File: src/rtl/pipe_pkg.sv
// rtl/pipe_pkg.sv - shared constants and pipeline register layouts for fetch_decode_pipe
package pipe_pkg;

    localparam logic [31:0] NOP_INSTR        = 32'h0000_0013;
    localparam logic [31:0] DEFAULT_RESET_PC = 32'h0000_0000;

    localparam int RS1_HI = 19;
    localparam int RS1_LO = 15;
    localparam int RS2_HI = 24;
    localparam int RS2_LO = 20;
    localparam int RD_HI  = 11;
    localparam int RD_LO  = 7;

    typedef struct packed {
        logic regwrite;
        logic resultsrc;
        logic memwrite;
        logic branch;
        logic jump;
    } ctrl_t;

    typedef struct packed {
        logic        valid;
        logic [31:0] instr;
        logic [31:0] pc;
        logic [31:0] pcplus4;
    } ifid_t;

    typedef struct packed {
        logic        valid;
        ctrl_t       ctrl;
        logic [4:0]  rs1;
        logic [4:0]  rs2;
        logic [4:0]  rd;
        logic [31:0] rd1;
        logic [31:0] rd2;
        logic [31:0] immext;
        logic [31:0] pc;
        logic [31:0] pcplus4;
    } idex_t;

endpackage

File: src/rtl/pipe_reg.sv
// rtl/pipe_reg.sv - generic pipeline register with clear-over-enable priority
module pipe_reg #(
    parameter int W = 32
) (
    input  logic         clk,
    input  logic         en,
    input  logic         clr,
    input  logic [W-1:0] clrval,
    input  logic [W-1:0] d,
    output logic [W-1:0] q
);

    always_ff @(posedge clk) begin
        if (clr) begin
            q <= clrval;
        end else if (en) begin
            q <= d;
        end
    end

endmodule

File: src/rtl/fetch_decode_pipe.sv
// rtl/fetch_decode_pipe.sv - PC, IF/ID and ID/EX state with hazard stall/flush handling
module fetch_decode_pipe
    import pipe_pkg::*;
#(
    parameter logic [31:0] RESET_PC  = DEFAULT_RESET_PC,
    parameter int          CNT_WIDTH = 16
) (
    input  logic                 clk,
    input  logic                 rst,
    input  logic                 stallf,
    input  logic                 stalld,
    input  logic                 flushd,
    input  logic                 flushe,
    input  logic [31:0]          pcnextf,
    input  logic [31:0]          instrf,
    input  logic [31:0]          pcplus4f,
    input  logic                 regwrited,
    input  logic                 resultsrcd,
    input  logic                 memwrited,
    input  logic                 branchd,
    input  logic                 jumpd,
    input  logic [31:0]          rd1d,
    input  logic [31:0]          rd2d,
    input  logic [31:0]          immextd,
    output logic [31:0]          pcf,
    output logic [31:0]          instrd,
    output logic [31:0]          pcd,
    output logic [31:0]          pcplus4d,
    output logic [4:0]           rs1d,
    output logic [4:0]           rs2d,
    output logic [4:0]           rdd,
    output logic                 validd,
    output logic                 valide,
    output logic [4:0]           rs1e,
    output logic [4:0]           rs2e,
    output logic [4:0]           rde,
    output logic                 regwritee,
    output logic                 resultsrce,
    output logic                 memwritee,
    output logic                 branche,
    output logic                 jumpe,
    output logic [31:0]          rd1e,
    output logic [31:0]          rd2e,
    output logic [31:0]          immexte,
    output logic [31:0]          pce,
    output logic [31:0]          pcplus4e,
    output logic [CNT_WIDTH-1:0] stall_cnt,
    output logic [CNT_WIDTH-1:0] flush_cnt,
    output logic                 ctrl_err
);

    localparam logic [CNT_WIDTH-1:0] CNT_MAX = {CNT_WIDTH{1'b1}};

    ifid_t ifid_d, ifid_q, ifid_bubble;
    idex_t idex_d, idex_q;

    pipe_reg #(.W(32)) u_pc (
        .clk(clk), .en(!stallf), .clr(rst), .clrval(RESET_PC), .d(pcnextf), .q(pcf)
    );

    always_comb begin
        ifid_bubble         = '0;
        ifid_bubble.instr   = NOP_INSTR;
        ifid_d.valid        = 1'b1;
        ifid_d.instr        = instrf;
        ifid_d.pc           = pcf;
        ifid_d.pcplus4      = pcplus4f;
    end

    // Flush outranks stall: a taken branch must squash even a held instruction.
    pipe_reg #(.W($bits(ifid_t))) u_ifid (
        .clk(clk), .en(!stalld), .clr(rst || flushd), .clrval(ifid_bubble),
        .d(ifid_d), .q(ifid_q)
    );

    assign instrd   = ifid_q.instr;
    assign pcd      = ifid_q.pc;
    assign pcplus4d = ifid_q.pcplus4;
    assign validd   = ifid_q.valid;
    assign rs1d     = instrd[RS1_HI:RS1_LO];
    assign rs2d     = instrd[RS2_HI:RS2_LO];
    assign rdd      = instrd[RD_HI:RD_LO];

    always_comb begin
        idex_d.valid         = validd;
        idex_d.ctrl.regwrite = regwrited;
        idex_d.ctrl.resultsrc = resultsrcd;
        idex_d.ctrl.memwrite = memwrited;
        idex_d.ctrl.branch   = branchd;
        idex_d.ctrl.jump     = jumpd;
        idex_d.rs1           = rs1d;
        idex_d.rs2           = rs2d;
        idex_d.rd            = rdd;
        idex_d.rd1           = rd1d;
        idex_d.rd2           = rd2d;
        idex_d.immext        = immextd;
        idex_d.pc            = pcd;
        idex_d.pcplus4       = pcplus4d;
    end

    // An all-zero bubble also zeroes register addresses so forwarding never matches it.
    pipe_reg #(.W($bits(idex_t))) u_idex (
        .clk(clk), .en(1'b1), .clr(rst || flushe), .clrval('0), .d(idex_d), .q(idex_q)
    );

    assign valide     = idex_q.valid;
    assign regwritee  = idex_q.ctrl.regwrite;
    assign resultsrce = idex_q.ctrl.resultsrc;
    assign memwritee  = idex_q.ctrl.memwrite;
    assign branche    = idex_q.ctrl.branch;
    assign jumpe      = idex_q.ctrl.jump;
    assign rs1e       = idex_q.rs1;
    assign rs2e       = idex_q.rs2;
    assign rde        = idex_q.rd;
    assign rd1e       = idex_q.rd1;
    assign rd2e       = idex_q.rd2;
    assign immexte    = idex_q.immext;
    assign pce        = idex_q.pc;
    assign pcplus4e   = idex_q.pcplus4;

    always_ff @(posedge clk) begin
        if (rst) begin
            stall_cnt <= '0;
            flush_cnt <= '0;
            ctrl_err  <= 1'b0;
        end else begin
            if (stalld && stall_cnt != CNT_MAX) begin
                stall_cnt <= stall_cnt + CNT_WIDTH'(1);
            end
            if (flushd && flush_cnt != CNT_MAX) begin
                flush_cnt <= flush_cnt + CNT_WIDTH'(1);
            end
            if ((stalld && !flushe) || (stallf != stalld)) begin
                ctrl_err <= 1'b1;
            end
        end
    end

endmodule

File: config.mk
export PLATFORM = sky130hd
export DESIGN_NAME = fetch_decode_pipe
export DESIGN_NICKNAME = d
export VERILOG_FILES = /design/src/rtl/pipe_pkg.sv /design/src/rtl/pipe_reg.sv /design/src/rtl/fetch_decode_pipe.sv
export SDC_FILE = /design/constraint.sdc
export NUM_CORES = 1
export LEC_CHECK = 0
export CAP_MARGIN = 5
export CORE_AREA = 2 2 216 218
export DETAILED_ROUTE_END_ITERATION = 12
export DIE_AREA = 0 0 218 220
export MAX_ROUTING_LAYER = met4
export PLACE_DENSITY_LB_ADDON = 0.2
export RECOVER_POWER = 100
export SETUP_SLACK_MARGIN = 0.02
export SLEW_MARGIN = 20
export SYNTH_ARGS = -nofsm -noshare
export SYNTH_HDL_FRONTEND = slang
export SYNTH_HIERARCHICAL = 1
export SYNTH_SLANG_ARGS = --single-unit
File: constraint.sdc
create_clock -name clk -period 5.45 [get_ports clk]
set_input_delay 1.09 -clock clk [delete_from_list [all_inputs] [get_ports clk]]
set_output_delay 1.09 -clock clk [all_outputs]
set_load 0.05 [all_outputs]
=== Word level (Yosys, flattened, before mapping) ===
Index checks and enable logic that the tools add are counted.

* Bits of input ports: 203
* ROM bits: 0
* Memory bits (writable): 0
* Bits in latches: 0
* Memories kept: 0
* Output and inout bits: 358
* Register bits: 343

* Shift-type cells: 0
* Multiply operators: 0
* Eq/ne operators: 3
* Bitwise logic cells: 0
* $add $sub $neg: 2
* Divide/modulo/power cells: 0
* Muxes and demuxes: 0
* Reductions and logical operators: 7
* Order comparisons: 0

{| class="wikitable"
|+ Operators by type and width
! cell !! number
|-
| $add 16x1->16 const B || 2
|-
| $ne 16x16->1 const B || 2
|-
| $logic_and 1x1->1 || 3
|-
| $logic_or 1x1->1 || 3
|-
| $logic_not 1->1 || 1
|-
| $ne 1x1->1 || 1
|}

=== Depth between registers and ports, before layout ===
* Depth after elaboration: 3
* Depth in mapped cells: 6
* Gate-level depth less buffers: 5

=== By module ===
The synthesis kept the hierarchy.

{| class="wikitable"
|+ Modules (own cells, without submodules)
! module !! instances !! cells each !! sequential area each (sq um) !! area an instance (sq um)
|-
| pipe_reg at u_idex || 1 || 383 || 5,435.2 || 7,747.4
|-
| pipe_reg at u_ifid || 1 || 206 || 2,912.8 || 4,162.7
|-
| fetch_decode_pipe || 1 || 210 || 660.6 || 1,745.4
|-
| pipe_reg at u_pc || 1 || 69 || 960.9 || 1,507.7
|}

=== Worst setup path before layout ===
No wires, ideal clock.

* Path kind: input to register
* Start: input port rst
* End: register u_ifid.q[0], enable pin
* Buffers on the path: 3
* Stages on the path: 6
* Setup slack: 1.180 ns
* Arrival time: 3.808 ns
* Path through: inv_1 > nand2_1 > buf_6 > buf_6 > buf_6 > or2_1

* Word-level cells in the longest chain between the ends: 1

{| class="wikitable"
|+ RTL lines
! what !! RTL line !! RTL
|-
| start: declaration || fetch_decode_pipe.sv:9 || <nowiki>input logic rst,</nowiki>
|-
| $logic_or 1x1->1 || fetch_decode_pipe.sv:72 || <nowiki>.clk(clk), .en(!stalld), .clr(rst || flushd), .clrval(ifid_bubble),</nowiki>
|-
| end signal: assignment || pipe_reg.sv:15 || <nowiki>q <= clrval;</nowiki>
|-
| end: declaration || pipe_reg.sv:10 || <nowiki>output logic [W-1:0] q</nowiki>
|}

Every way passes these cells.
A chain may end at the register's enable or synchronous reset.

=== Worst setup path after layout ===
* Start: input port rst
* End: register u_idex.q[137] (data pin)

* Word-level cells in the longest chain between the ends: 1

{| class="wikitable"
|+ RTL lines
! what !! RTL line !! RTL
|-
| $logic_or 1x1->1 || fetch_decode_pipe.sv:103 || <nowiki>.clk(clk), .en(1'b1), .clr(rst || flushe), .clrval('0), .d(idex_d), .q(idex_q)</nowiki>
|-
| end signal: assignment || pipe_reg.sv:15 ||
|-
| end: declaration || pipe_reg.sv:10 ||
|}

Every way passes these cells.

==> out/qor.yml <==
max_slew.worst_pin.slew_ns: 4.61
grt_max_degree: 182
h-tree-depth: 2
cts.sinks: 343
overflow: 0
skew_ns: 0.0174
postSynthCellCount: 868
cp-start-kind: "input port"
grt.total_usage_pct: 18.7
tns_ns: 0
synth_top_area_cell: "edfxtp_1"
path_class: "in2reg"
fin_cells: 2377
place.port_buffers: 560
arrival_ns: 4.12
synth_cell_type_count: 47
start_util_pct: 33.1
cp-end-kind: "flop"
netSwitchingFraction_pct: 31.1
drc: 0
fin_nets: 1940
antenna_found_initial: 4
multiInputGateArea_um2: 5600
die_w_um: 218
worstPathMaxFanout: 41
final_min_period_over_clock_period_pct: 70.2
cts_buffers: 41
io_pins: 561
path_clk_slew_ns: 0.06
nFillCells: 4112
maxCapViolCount: 0
rows: 79
ys.flop_type: "edfxtp_1"
fp.dieArea_um2: 48000
p_int_w: 0.00542
period_minus_slack_ns: 3.82
peakVddDrop_uv: 180
ys_async_sr_fraction_pct: 0
clock_path_buffers: 3
syn-cell-area_um2: 15200
outcome: "finished, violations left"
crit_path_start: "rst"
slew_violations: 182
clk-insertion-delay-late_ns: 0.55
drive_gt1_share_pct: 19.1
gp_congestion: 0.849
pwr-share-clk_pct: 34.2
cts.repair.resized: 0
yosysMostFrequentCell: "edfxtp_1"
synth_top_area_share_pct: 61.4
cts_root_buf: "clkbuf_16"
ff_latch_area_um2: 9970
die_y_um: 220
routedWlPerCell_um: 19.1
totalWireLength_um: 45500
first_pass_iters: 4
r2r-start: "stall_cnt[0]$_SDFFE_PP0P_"
p_seq_share_pct: 41.5
postCtsHoldBufs: 0
dp_cells: 2299
cts_tree: "yes"
p_leak_nw: 9.09
syn_avg_cell_area_um2: 17.5
p_per_area_nw_per_um2: 336
worstPathRequired_ns: 5.75
synth-seq-area-share_pct: 65.7
ys_warn_count: 6
syn_to_final_growth_pct: 54.2
maxSlewHeadroom_pct: -207
hold_start: "ctrl_err$_SDFFE_PP0P_"
vias: 10200
setup_viol: 0
power.share.combinational_pct: 24.3
synth_seq_cells: 343
p_sw_w: 0.00244
rsz0062_at_grt: "false"
dp_hpwl_um: 33200
fmax_ghz: 0.262
drt-initial-drc-count: 539
hold_path.class: "reg2reg"
grt_pass1_vias: 10200
post_cts_buffers: 0
synth_edf_count: 310
synthTopCellsByCount: "edfxtp_1, mux2_2, mux2_4, dfxtp_1, a21oi_1"
core_area_um2: 45900
synth_area_leaders: "edfxtp_1, mux2_2, mux2_4"
hold_viol: 0
ant_nets: 0
violations: "max-slew violations"
grt_pass1_wl_um: 64400
vias_per_cell: 4.28
## registers in the layout, indices dropped and copies added (netlist names)
name       flops
stall_cnt     16
u_ifid/q      97
flush_cnt     16
u_idex/q     181
ctrl_err       1
u_pc/q        32
## logic make-up (layout without fill, tap and decap cells)
logic type / after synthesis / after routing / synth area share [%]
AO/OA/AOI/OAI: 63 / 63 / 2.68
XOR/XNOR: 1 / 1 / 0.0578
adder cells (fa/ha/maj): 2 / 2 / 0.165
buffers and inverters: 62 / 650 / 3.86
flip-flops: 343 / 343 / 65.7
multiplexers: 311 / 311 / 24.3
other: 2 / 316 / 0.0495
AND/OR/NAND/NOR: 84 / 84 / 3.16
## path summary, 6_finish.rpt
path,end,slack (ns),depth (start not counted)
worst min register to register,ctrl_err$_SDFFE_PP0P_,0.45,2
worst max register to register,stall_cnt[14]$_SDFFE_PP0P_,3.55,5
worst min-delay path,ctrl_err$_SDFFE_PP0P_,0.45,2
worst max-delay path,u_idex/q[137]$_DFFE_PP_,1.63,4
## placed cells by master (no fill, tap or decap), types with 3 or more instances in the layout
cell type | Yosys | final
nor3_1 | 6 | 6
nand4_1 | 6 | 6
clkbuf_16 | 0 | 43
dfxtp_1 | 33 | 33
o41ai_1 | 5 | 5
nor4_1 | 4 | 4
diode_2 | 0 | 4
clkbuf_1 | 3 | 14
or3_1 | 8 | 8
or4_1 | 8 | 8
nand2_1 | 15 | 15
nand3_1 | 12 | 12
o31ai_1 | 6 | 6
dlygate4sd3_1 | 0 | 359
buf_12 | 3 | 3
nor2_1 | 7 | 7
clkinv_2 | 0 | 7
mux2_1 | 0 | 47
buf_4 | 15 | 5
bufinv_16 | 0 | 4
conb_1 | 2 | 312
edfxtp_1 | 310 | 310
a21oi_1 | 24 | 24
clkinv_1 | 0 | 7
o21ai_0 | 12 | 12
inv_1 | 7 | 7
and4_1 | 3 | 3
and3_1 | 5 | 5
o211ai_1 | 3 | 3
clkdlybuf4s50_1 | 0 | 200
mux2_2 | 262 | 262
## worst max-delay path: stages
cell	delay (ns)
clkbuf_1	1.02
or2_4	0.74
clkbuf_1	0.80
mux2_2	0.42
## per-layer routing
metal	up-vias	global-route usage, %	wire [um]
li1	4831	-	-
met1	4888	20.1	17000
met2	373	31.7	22900
met3	76	6.25	4150
met4	0	7.55	1440
met5	-	-	0
## power by group through the flow
stage	clock (W)	sequential, W	combinational (W)
after global routing	0.00288	0.00330	0.00198
after detailed placement	0	0.00334	0.00203
after floorplan	0	0.00422	0.000391
final	0.00269	0.00327	0.00191
after CTS	0.00278	0.00328	0.00204
after global placement	0	0.00333	0.00202
## stage by stage
step	hold WS [ns]	power (W)	worst slack [ns]	cell area [um2]	util (%)
4_1_cts	0.458	0.00810	2.33	23600	51.4
3_5_place_dp	0.448	0.00537	2.07	22200	48.5
6_report	0.450	0.00787	1.63	23400	51.0
5_1_grt	0.483	0.00816	1.41	23400	51.0
3_3_place_gp	0.438	0.00535	2.08	22200	48.5
2_1_floorplan	0.663	0.00461	1.18	16300	-
## cell type report
cell class / count / area share, %
Antenna cell: 4 / 0.0428
Clock buffer: 55 / 4.80
Clock inverter: 19 / 0.814
Inverter: 7 / 0.112
Multi-Input combinational cell: 773 / 24.0
Sequential cell: 343 / 42.6
Tap cell: 607 / 3.25
Timing Repair Buffer: 569 / 24.4
No activity file was read; power rests on OpenSTA's default activity.
